==> src/rtl/fp_sign_pipe.sv <==
// Two-stage valid/ready pipeline that rewrites the sign bit of a custom float word.
// Modes: pass, negate, absolute value, copysign(a, b); exponent and mantissa always come from a.
module fp_sign_pipe #(
    parameter int EXP_W = 8,
    parameter int MAN_W = 18,
    parameter int TAG_W = 4,
    localparam int W    = 1 + EXP_W + MAN_W
) (
    input  logic             clk,
    input  logic             rst,
    input  logic             in_valid,
    output logic             in_ready,
    input  logic [W-1:0]     in_a,
    input  logic [W-1:0]     in_b,
    input  logic [1:0]       in_mode,
    input  logic [TAG_W-1:0] in_tag,
    output logic             out_valid,
    input  logic             out_ready,
    output logic [W-1:0]     out_res,
    output logic [TAG_W-1:0] out_tag,
    output logic             out_zero
);

    localparam logic [1:0] MODE_PASS = 2'b00;
    localparam logic [1:0] MODE_NEG  = 2'b01;
    localparam logic [1:0] MODE_ABS  = 2'b10;
    localparam logic [1:0] MODE_COPY = 2'b11;

    // Only the sign of b is ever consulted, so S1 keeps just that bit.
    logic unused_b_mag;
    assign unused_b_mag = ^in_b[W-2:0];

    logic             s1_v_q, s1_v_d;
    logic [W-1:0]     s1_a_q, s1_a_d;
    logic             s1_bs_q, s1_bs_d;
    logic [1:0]       s1_mode_q, s1_mode_d;
    logic [TAG_W-1:0] s1_tag_q, s1_tag_d;

    logic             s2_v_q, s2_v_d;
    logic [W-1:0]     s2_res_q, s2_res_d;
    logic [TAG_W-1:0] s2_tag_q, s2_tag_d;
    logic             s2_zero_q, s2_zero_d;

    logic             adv1, adv2;
    logic             res_sign;

    always_comb begin
        // NOTE: every always_comb output gets a default first so no path can infer a latch.
        adv2      = !s2_v_q || out_ready;
        adv1      = !s1_v_q || adv2;

        s1_v_d    = adv1 ? in_valid : s1_v_q;
        s1_a_d    = s1_a_q;
        s1_bs_d   = s1_bs_q;
        s1_mode_d = s1_mode_q;
        s1_tag_d  = s1_tag_q;
        if (adv1 && in_valid) begin
            s1_a_d    = in_a;
            s1_bs_d   = in_b[W-1];
            s1_mode_d = in_mode;
            s1_tag_d  = in_tag;
        end

        res_sign = s1_a_q[W-1];
        case (s1_mode_q)
            MODE_PASS: res_sign = s1_a_q[W-1];
            MODE_NEG:  res_sign = ~s1_a_q[W-1];
            MODE_ABS:  res_sign = 1'b0;
            MODE_COPY: res_sign = s1_bs_q;
            default:   res_sign = s1_a_q[W-1];
        endcase

        s2_v_d    = adv2 ? s1_v_q : s2_v_q;
        s2_res_d  = s2_res_q;
        s2_tag_d  = s2_tag_q;
        s2_zero_d = s2_zero_q;
        if (adv2 && s1_v_q) begin
            s2_res_d  = {res_sign, s1_a_q[W-2:0]};
            s2_tag_d  = s1_tag_q;
            s2_zero_d = (s1_a_q[W-2:0] == '0);
        end
    end

    // NOTE: sequential state uses non-blocking assignments so every flop samples pre-edge values.
    always_ff @(posedge clk or posedge rst) begin
        if (rst) begin
            s1_v_q    <= 1'b0;
            s2_v_q    <= 1'b0;
            s2_res_q  <= '0;
            s2_tag_q  <= '0;
            s2_zero_q <= 1'b0;
        end else begin
            s1_v_q    <= s1_v_d;
            s2_v_q    <= s2_v_d;
            s2_res_q  <= s2_res_d;
            s2_tag_q  <= s2_tag_d;
            s2_zero_q <= s2_zero_d;
        end
    end

    // NOTE: S1 payload is left unreset; it is only ever read while s1_v_q qualifies it.
    always_ff @(posedge clk) begin
        s1_a_q    <= s1_a_d;
        s1_bs_q   <= s1_bs_d;
        s1_mode_q <= s1_mode_d;
        s1_tag_q  <= s1_tag_d;
    end

    assign in_ready  = adv1;
    assign out_valid = s2_v_q;
    assign out_res   = s2_res_q;
    assign out_tag   = s2_tag_q;
    assign out_zero  = s2_zero_q;

endmodule
==> config.mk <==
export PLATFORM = sky130hd
export DESIGN_NAME = fp_sign_pipe
export DESIGN_NICKNAME = d
export VERILOG_FILES = /design/src/rtl/fp_sign_pipe.sv
export SDC_FILE = /design/constraint.sdc
export NUM_CORES = 1
export LEC_CHECK = 0
export CAP_MARGIN = 20
export CORE_MARGIN = 3
export CORE_UTILIZATION = 43
export CTS_BUF_LIST = sky130_fd_sc_hd__clkbuf_16
export CTS_CLUSTER_SIZE = 16
export DETAILED_ROUTE_END_ITERATION = 10
export PLACE_DENSITY_LB_ADDON = 0.12
export SYNTH_ARGS = -nofsm -noshare
export SYNTH_HDL_FRONTEND = slang
export SYNTH_SLANG_ARGS = --single-unit
==> constraint.sdc <==
create_clock -name clk -period 2.5 [get_ports clk]
set_input_delay 0.375 -clock clk [delete_from_list [all_inputs] [get_ports clk]]
set_output_delay 0.375 -clock clk [all_outputs]
set_load 0.02 [all_outputs]
==> reports/results.md, run 1 <==
| Stage | Quantity | Value |
|:---|:---|:---|
| status | Result of the run | completed |
| logic synthesis | Post-Synthesis Net Count | 191 |
| logic synthesis | Flip-flop and latch count after synthesis | 68 |
| clock network | Buffer depth of the longest clock path | 2 |
| sta | Worst Max-Slew Pin Slew | 0.579 ns |
| detailed routing | Total Wirelength | 4580 um |
| global routing | Pin count of the biggest net entering global routing | 35 |
| logic synthesis | Top cells by area, synth | sky130_fd_sc_hd__edfxtp_1 41%, sky130_fd_sc_hd__dfrtp_1 34%, sky130_fd_sc_hd__mux2_4 17%, sky130_fd_sc_hd__nor4_1 1.5%, sky130_fd_sc_hd__buf_6 1.3% |
| cells and area | Antenna diode count | 0 |
| worst setup path | Most frequent cell on the critical path | sky130_fd_sc_hd__clkdlybuf4s50_1 |
| clock network | Clock root buffer | sky130_fd_sc_hd__clkbuf_16 |
| clock network | Number of hold-repair buffers added at the cts stage | 0 |
| power | Sequential fraction of design power | 41.0% |
| worst setup path | Crit Reg-Reg Startpoint | out_valid$_DFFE_PP0P_ |
| die | Effective utilization at floorplan | 45.1% |
| sta | Unrepaired setup endpoints after global routing | no |
| sta | Final hold vios | 0 |
| power | Combinational Power Share | 17.4% |
| worst setup path | Capturing element type of the critical path | primary output |
| worst setup path | Cells along the critical path | clkdlybuf4s50_1 > nor2b_1 > nand2_1 > clkdlybuf4s50_1 |
| worst setup path | Slowest cell on crit path | sky130_fd_sc_hd__clkdlybuf4s50_1 |
| detailed routing | Per-cell routed wire length | 16.1 um |
| die | Number of placement rows | 27 |
| detailed routing | Count of unresolved DRC violations after routing | 0 |
| sta | Final-report setup violation count | 0 |
| clock network | Latest clock arrival within the worst-skew pair | 0.32 ns |
| power | Leakage Power | 1.48 nW |
| clock network | CTS clk-pin slew, worst paths | 0.06 ns |
| detailed routing | Antenna Violating Nets Remaining | 0 |
| min path | Classification of the worst-slack hold path | primary input to asynchronous set/reset pin |
| placement | Routability-driven placement congestion ratio | 0.667 |
| detailed routing | Detailed-route via count | 1338 |
| logic synthesis | Mean post-synth cell area | 19.8 um^2 |
| cells and area | Non-filler cells, final | 285 |
| global routing | Remaining Overflow, GRT | 0 |
| die | Die X-Extent | 82.5 um |
| die | Core region area | 0.00557 mm^2 |
| power | Switch Pwr | 0.000758 W |
| power | Internal Dissipation | 0.00263 W |
| sta | Setup Total Neg Slack | 0 ns |
| clock network | Post-cts gate resize count | 0 |
| power | Clock Power Share | 41.6% |
| cells and area | Share of layout cells above drive strength 1 | 23.0% |
| global routing | Tot GR Track Use | 15.2% |
| power | IR drop worst, VDD | 0.564 mV |
| logic synthesis | Area of the mapped netlist | 0.00251 mm^2 |
| die | Top-Level Pins | 98 |
| sta | Hold slack | 0.459 ns |
| placement | Buffers on Ports | 71 |
| worst setup path | Critical Path Start Type | primary input |
| cells and area | Area delta synth->final | 44.6% |
| sta | Min Tclk post-route | 2.02 ns |
| detailed routing | Highest metal layer with signal wires | met4 |
| sta | Final worst clock skew | 0.00642 ns |
| logic synthesis | Gate count of the mapped netlist | 127 |
| logic synthesis | Area share of the largest cell type after synthesis | 40.6% |
| sta | Max Freq | 496 MHz |
| cells and area | Fillers | 407 |
| logic synthesis | Most instantiated flip-flop cell in the synthesis netlist | sky130_fd_sc_hd__edfxtp_1 |
| power | Sw Share | 22.4% |
| detailed routing | Post-DR vias/cell | 4.69 |
| detailed routing | Number of DRC markers after the initial detailed-route iteration | 59 |
| logic synthesis | Number of different library cells in the post-synthesis netlist | 21 |
| logic synthesis | Synth async-reset ratio | 50.0% |
| worst setup path | CP max stage delay | 0.61 ns |
| cells and area | Final-stage net count | 272 |
| logic synthesis | Syn. warnings | 0 |
| global routing | First-pass GRT wire length | 7240 um |
| sta | Max Slew Vio Count | 0 |
| global routing | Initial antenna violation count | 0 |
| die | Die height | 82.5 um |
| detailed routing | Drt pass-1 iters | 4 |
| worst setup path | Required time of the critical path | 2.12 ns |
| placement | Number of cells in the design after placement | 269 |
| clock network | CTS Sinks | 68 |
| job | Max-cap violation count | 0 |
| worst setup path | Endpoint arrival time on the critical path | 1.64 ns |
| detailed routing | Detailed route wirelength on metal3 | 262 um |
| clock network | CTS Buf Count | 9 |
| global routing | Vias in the first global route | 1451 |
| logic synthesis | Register area share after synthesis | 74.5% |
| worst setup path | Worst Setup SP | out_ready |
| power | Cell area power density | 932 mW/mm^2 |
| clock network | Count of buffers added by post-CTS timing repair for setup | 0 |
| logic synthesis | Number of enable flip-flop cells after synthesis | 34 |
| placement | Post-detail-place hpwl | 3130 um |
| detailed routing | Routed wl met2 | 2360 um |
| logic synthesis | List of most frequent post-synthesis cells | 34 x sky130_fd_sc_hd__dfrtp_1, 34 x sky130_fd_sc_hd__edfxtp_1, 29 x sky130_fd_sc_hd__mux2_4, 6 x sky130_fd_sc_hd__nor4_1 |
| detailed routing | Total routed wire length on the met1 layer | 1880 um |
| die | Total Die Area | 0.00680 mm^2 |
| worst setup path | Classification of the worst setup path | primary input to primary output |
| worst setup path | Critical Path Fanout Max | 3 |
| clock network | TritonCTS clock tree | done |
| clock network | H-tree levels | 3 |
| sta | Relative max-transition margin | 61.3% |
| sta | Final worst-path cycle share | 80.7% |
| logic synthesis | Cell type with the highest aggregate area in the netlist | sky130_fd_sc_hd__edfxtp_1 |
## metrics by stage
stage / util (%) / setup slack (ns) / cell area [um^2] / power, W
3_3_place_gp: 59.1 / 0.474 / 3300 / 0.00199
5_1_grt: 65.2 / 0.420 / 3630 / 0.00352
2_1_floorplan: - / 0.378 / 2510 / 0.00172
6_report: 65.2 / 0.482 / 3630 / 0.00339
3_5_place_dp: 59.1 / 0.468 / 3300 / 0.00200
4_1_cts: 65.2 / 0.466 / 3630 / 0.00343
## area by class of cell
| type | instances | area [um^2] | area share, % |
|---|---|---|---|
| Timing Repair Buffer | 73 | 726 | 20.0 |
| Clock buffer | 9 | 225 | 6.20 |
| Multi-Input combinational cell | 54 | 601 | 16.5 |
| Tap cell | 72 | 90.1 | 2.48 |
| Clock inverter | 7 | 114 | 3.13 |
| Inverter | 2 | 7.51 | 0.207 |
| Sequential cell | 68 | 1870 | 51.5 |
## sequential cells by signal, indices dropped and copies added (netlist names)
name and cells:
out_tag 4, s1_bs_q 1, s1_tag_q 4, s1_mode_q 2, out_valid 1, s1_v_q 1, out_res 27, out_zero 1
s1_a_q 27
## per-layer routing
| layer | vias up | global-route usage [%] |
|---|---|---|
| met5 | - | 0 |
| met4 | 0 | 9.97 |
| met3 | 7 | 4.23 |
| met2 | 43 | 23.2 |
| met1 | 653 | 19.0 |
| li1 | 635 | - |
## cells by family after synthesis
| group | synth area share (%) |
|---|---|
| AO/OA/AOI/OAI | 1.05 |
| flip-flops | 74.5 |
| multiplexers | 17.8 |
| AND/OR/NAND/NOR | 5.08 |
| buffers and inverters | 1.64 |
## worst paths after layout
kind	endpoint	slack (ns)	cells past startpoint
max	in_ready	0.48	4
min	out_tag[2]$_DFFE_PP0P_	0.46	3
max reg2reg	s1_a_q[1]$_DFFE_PP_	0.93	4
min reg2reg	out_tag[1]$_DFFE_PP0P_	0.48	1
max in group asynchronous	out_res[22]$_DFFE_PP0P_	1.72	3
min in group clk	out_tag[1]$_DFFE_PP0P_	0.48	1
## worst max-delay path, delay by kind of cell
kind                   cells  cell delay, ns
and+or+nand+nor            2            0.16
buffers and inverters      2            1.10
## power by group through the flow
stage / clock, W / sequential, W / combinational [W]
final: 0.00141 / 0.00139 / 0.000591
after global routing: 0.00149 / 0.00140 / 0.000626
after CTS: 0.00144 / 0.00139 / 0.000600
after detailed placement: 0 / 0.00141 / 0.000596
after global placement: 0 / 0.00140 / 0.000589
after floorplan: 0 / 0.00151 / 0.000206
## placed cells by master, fill, tap and decap left out, types with 2 or more instances in the layout
cell                              netlist  routed
sky130_fd_sc_hd__clkbuf_16              0       9
sky130_fd_sc_hd__mux2_4                29      29
sky130_fd_sc_hd__nor4_1                 6       6
sky130_fd_sc_hd__clkinv_1               0       2
sky130_fd_sc_hd__nand2b_1               3       3
sky130_fd_sc_hd__edfxtp_1              34      34
sky130_fd_sc_hd__nand3_1                2       2
sky130_fd_sc_hd__bufinv_16              0       3
sky130_fd_sc_hd__dfrtp_1               34      34
sky130_fd_sc_hd__inv_1                  2       2
sky130_fd_sc_hd__nand2_1                2       2
sky130_fd_sc_hd__clkdlybuf4s50_1        0      71
sky130_fd_sc_hd__buf_4                  0       2
(Power assumes the default switching activity.)
==> run 2, diff against run 1 <==
--- a/config.mk
+++ b/config.mk
@@ -7,7 +7,7 @@
 export LEC_CHECK = 0
 export CAP_MARGIN = 20
 export CORE_MARGIN = 3
-export CORE_UTILIZATION = 43
+export CORE_UTILIZATION = 39
 export CTS_BUF_LIST = sky130_fd_sc_hd__clkbuf_16
 export CTS_CLUSTER_SIZE = 16
 export DETAILED_ROUTE_END_ITERATION = 10
==> constraint.sdc (replaced) <==
create_clock -name clk -period 1.7 [get_ports clk]
set_input_delay 0.255 -clock clk [delete_from_list [all_inputs] [get_ports clk]]
set_output_delay 0.255 -clock clk [all_outputs]
set_load 0.02 [all_outputs]
==> reports/results.md, run 2 (same netlist as run 1, synthesis figures left out) <==
| Stage | Quantity | Value | Delta |
|:---|:---|:---|:---|
| die | Core region area | 0.00610 mm^2 | +9.4% |
| global routing | GR Layer Usage met3 | 4.18% | -0.047 points |
| global routing | First-pass GRT wire length | 7330 um | +1.3% |
| global routing | Pin count of the biggest net entering global routing | 35 | unchanged |
| power | Cell area power density | 1290 mW/mm^2 | +38% |
| die | Total Die Area | 0.00744 mm^2 | +9.5% |
| clock network | Count of buffers added by post-CTS timing repair for setup | 0 | unchanged |
| detailed routing | Post-DR vias/cell | 4.67 | -0.62% |
| worst setup path | Cells along the critical path | clkdlybuf4s50_1 |  |
| global routing | GR Layer Usage met2 | 21.4% | -1.8 points |
| detailed routing | Total Wirelength | 4580 um | unchanged |
| worst setup path | Capturing element type of the critical path | primary output |  |
| worst setup path | Top delay family on crit path | buffers and inverters |  |
| clock network | TritonCTS clock tree | done |  |
| placement | Number of cells in the design after placement | 274 | +1.9% |
| worst setup path | Register-to-Register Path Depth | 3 | -1 |
| cells and area | Post-Layout Inst Area | 0.00363 mm^2 | -0.21% |
| die | Top-Level Pins | 98 | unchanged |
| die | Number of placement rows | 28 | +3.7% |
| global routing | Vias in the first global route | 1467 | +1.1% |
| cells and area | Area delta synth->final | 44.3% |  |
| global routing | Busiest grt layer | met2 |  |
| sta | Final-report setup violation count | 0 | unchanged |
| cells and area | Non-filler cells, final | 290 | +1.8% |
| sta | Final hold vios | 0 | unchanged |
| placement | Buffers on Ports | 71 | unchanged |
| placement | Post-placement cell area | 0.00334 mm^2 | +1.4% |
| detailed routing | Drt pass-1 iters | 4 | unchanged |
| worst setup path | Classification of the worst setup path | flop to primary output |  |
| worst setup path | Endpoint arrival time on the critical path | 1.36 ns | -0.28 ns |
| power | IR drop worst, VDD | 0.643 mV | +14% |
| die | Die X-Extent | 86.3 um | +4.6% |
| cells and area | Leading cell type in the layout, fill and taps excluded | sky130_fd_sc_hd__clkdlybuf4s50_1 |  |
| clock network | Buffer depth of the longest clock path | 2 | unchanged |
| worst setup path | Critical Path Fanout Max | 3 | unchanged |
| global routing | Initial antenna violation count | 0 | unchanged |
| cells and area | Antenna diode count | 0 | unchanged |
| cells and area | Share of layout cells above drive strength 1 | 24.2% | +1.2 points |
| sta | Relative max-transition margin | 69.8% | +8.4 points |
| die | Effective utilization at floorplan | 41.2% | -3.9 points |
| placement | Routability-driven placement congestion ratio | 0.781 | +17% |
| status | Result of the run | completed |  |
| detailed routing | Antenna Violating Nets Remaining | 0 | unchanged |
| global routing | Tot GR Track Use | 13.3% | -1.9 points |
| worst setup path | Logic depth of the worst setup path including buffers | 1 | -3 |
| detailed routing | Per-cell routed wire length | 15.8 um | -1.7% |
| clock network | H-tree levels | 3 | unchanged |
| detailed routing | Count of unresolved DRC violations after routing | 0 | unchanged |
| placement | Pre-CTS setup slack | -0.104 ns | -0.572 ns |
| sta | Unrepaired setup endpoints after global routing | no |  |
| sta | Max Slew Vio Count | 0 | unchanged |
| sta | Worst Max-Slew Pin Slew | 0.453 ns | -0.126 ns |
| die | Die height | 86.3 um | +4.6% |
| sta | Final worst-path setup slack | 0.0880 ns | -0.394 ns |
| sta | Final worst clock skew | 0.00344 ns | -0.00298 ns |
| worst setup path | Slowest cell on crit path | sky130_fd_sc_hd__clkdlybuf4s50_1 |  |
| placement | Post-detail-place hpwl | 3220 um | +2.9% |
| sta | Setup Total Neg Slack | 0 ns | unchanged |
| sta | Final worst-path cycle share | 94.8% |  |
| clock network | CTS Sinks | 68 | unchanged |
| clock network | CTS clk-pin slew, worst paths | 0.05 ns | about the same |
| cells and area | Commonest non-fill, non-tap cells in the layout | 70 x sky130_fd_sc_hd__clkdlybuf4s50_1, 34 x sky130_fd_sc_hd__dfrtp_1, 34 x sky130_fd_sc_hd__edfxtp_1 |  |
| global routing | Remaining Overflow, GRT | 0 | unchanged |
| sta | Min Tclk post-route | 1.61 ns |  |
| job | Max-cap violation count | 0 | unchanged |
| clock network | Latest clock arrival within the worst-skew pair | 0.32 ns | about the same |
| clock network | CTS Buf Count | 9 | unchanged |
| clock network | Clock root buffer | sky130_fd_sc_hd__clkbuf_16 |  |
| min path | Classification of the worst-slack hold path | primary input to asynchronous set/reset pin |  |
| worst setup path | CP Buf/Inv Count | 1 | -1 |
| worst setup path | Critical Path Start Type | flop |  |
| sta | Max Freq | 620 MHz |  |
| cells and area | Final-stage net count | 274 | +0.74% |
| power | Leakage Power | 1.48 nW | +0.18% |
| global routing | Met1 layer usage reported by global route | 16.7% | -2.3 points |
| worst setup path | CP max stage delay | 0.64 ns | +0.03 ns |
| worst setup path | Required time of the critical path | 1.44 ns | -0.68 ns |
| detailed routing | Number of DRC markers after the initial detailed-route iteration | 31 | -47% |
| detailed routing | Detailed-route via count | 1353 | +1.1% |
[run 2: stage by stage]
step / hold slack, ns / utilization, % / total power [W]
final: 0.355 / 59.5 / 0.00466
after detailed placement: 0.475 / 54.8 / 0.00297
after CTS: 0.375 / 59.5 / 0.00471
after global routing: 0.414 / 59.5 / 0.00485
after global placement: 0.463 / 54.8 / 0.00295
after floorplan: 0.354 / - / 0.00253
[run 2: final cells by class]
| class | instances | area [um^2] |
|---|---|---|
| well taps | 75 | 93.8 |
| fillers | 484 | 2470 |
| repair buffers | 75 | 764 |
| inverters | 2 | 7.51 |
| clock inverters | 7 | 58.8 |
| clock buffers | 9 | 225 |
| multi-input cells | 54 | 606 |
| flip-flops and latches | 68 | 1870 |
[run 2: power by group]
part           switching, W  internal [W]
registers          0.000103       0.00194
clock network      0.000627       0.00111
logic              0.000367      0.000520
total               0.00110       0.00357
[run 2: final timing paths]
path | end | from | slack (ns)
min reg2reg | out_tag[3]$_DFFE_PP0P_ | s1_tag_q[3]$_DFFE_PP_ | 0.49
min | out_tag[2]$_DFFE_PP0P_ | rst | 0.36
max in group asynchronous | out_res[4]$_DFFE_PP0P_ | rst | 1.02
min in group clk | out_tag[3]$_DFFE_PP0P_ | s1_tag_q[3]$_DFFE_PP_ | 0.49
max | out_valid | out_valid$_DFFE_PP0P_ | 0.09
max reg2reg | s1_a_q[1]$_DFFE_PP_ | out_valid$_DFFE_PP0P_ | 0.20
[run 2: timing repair]
action | CTS | global route
pin swaps | 0 | 0
endpoints found under the setup margin | 1 | 1
gates resized for setup | 1 | 1
hold buffers | 0 | 0
hold endpoints to repair | 0 | 0
[run 2: worst min-delay path, stage by stage]
cell                              delay (ns)
sky130_fd_sc_hd__clkdlybuf4s50_1        0.40
sky130_fd_sc_hd__inv_1                  0.05
sky130_fd_sc_hd__buf_4                  0.39
[run 2: routing by layer]
metal | wire, um | share of wire [%] | up-vias
li1 | - | - | 638
met1 | 1960 | 43 | 667
met2 | 2310 | 50 | 42
met3 | 234 | 5.1 | 6
met4 | 76 | 1.7 | 0
met5 | 0 | 0 | -
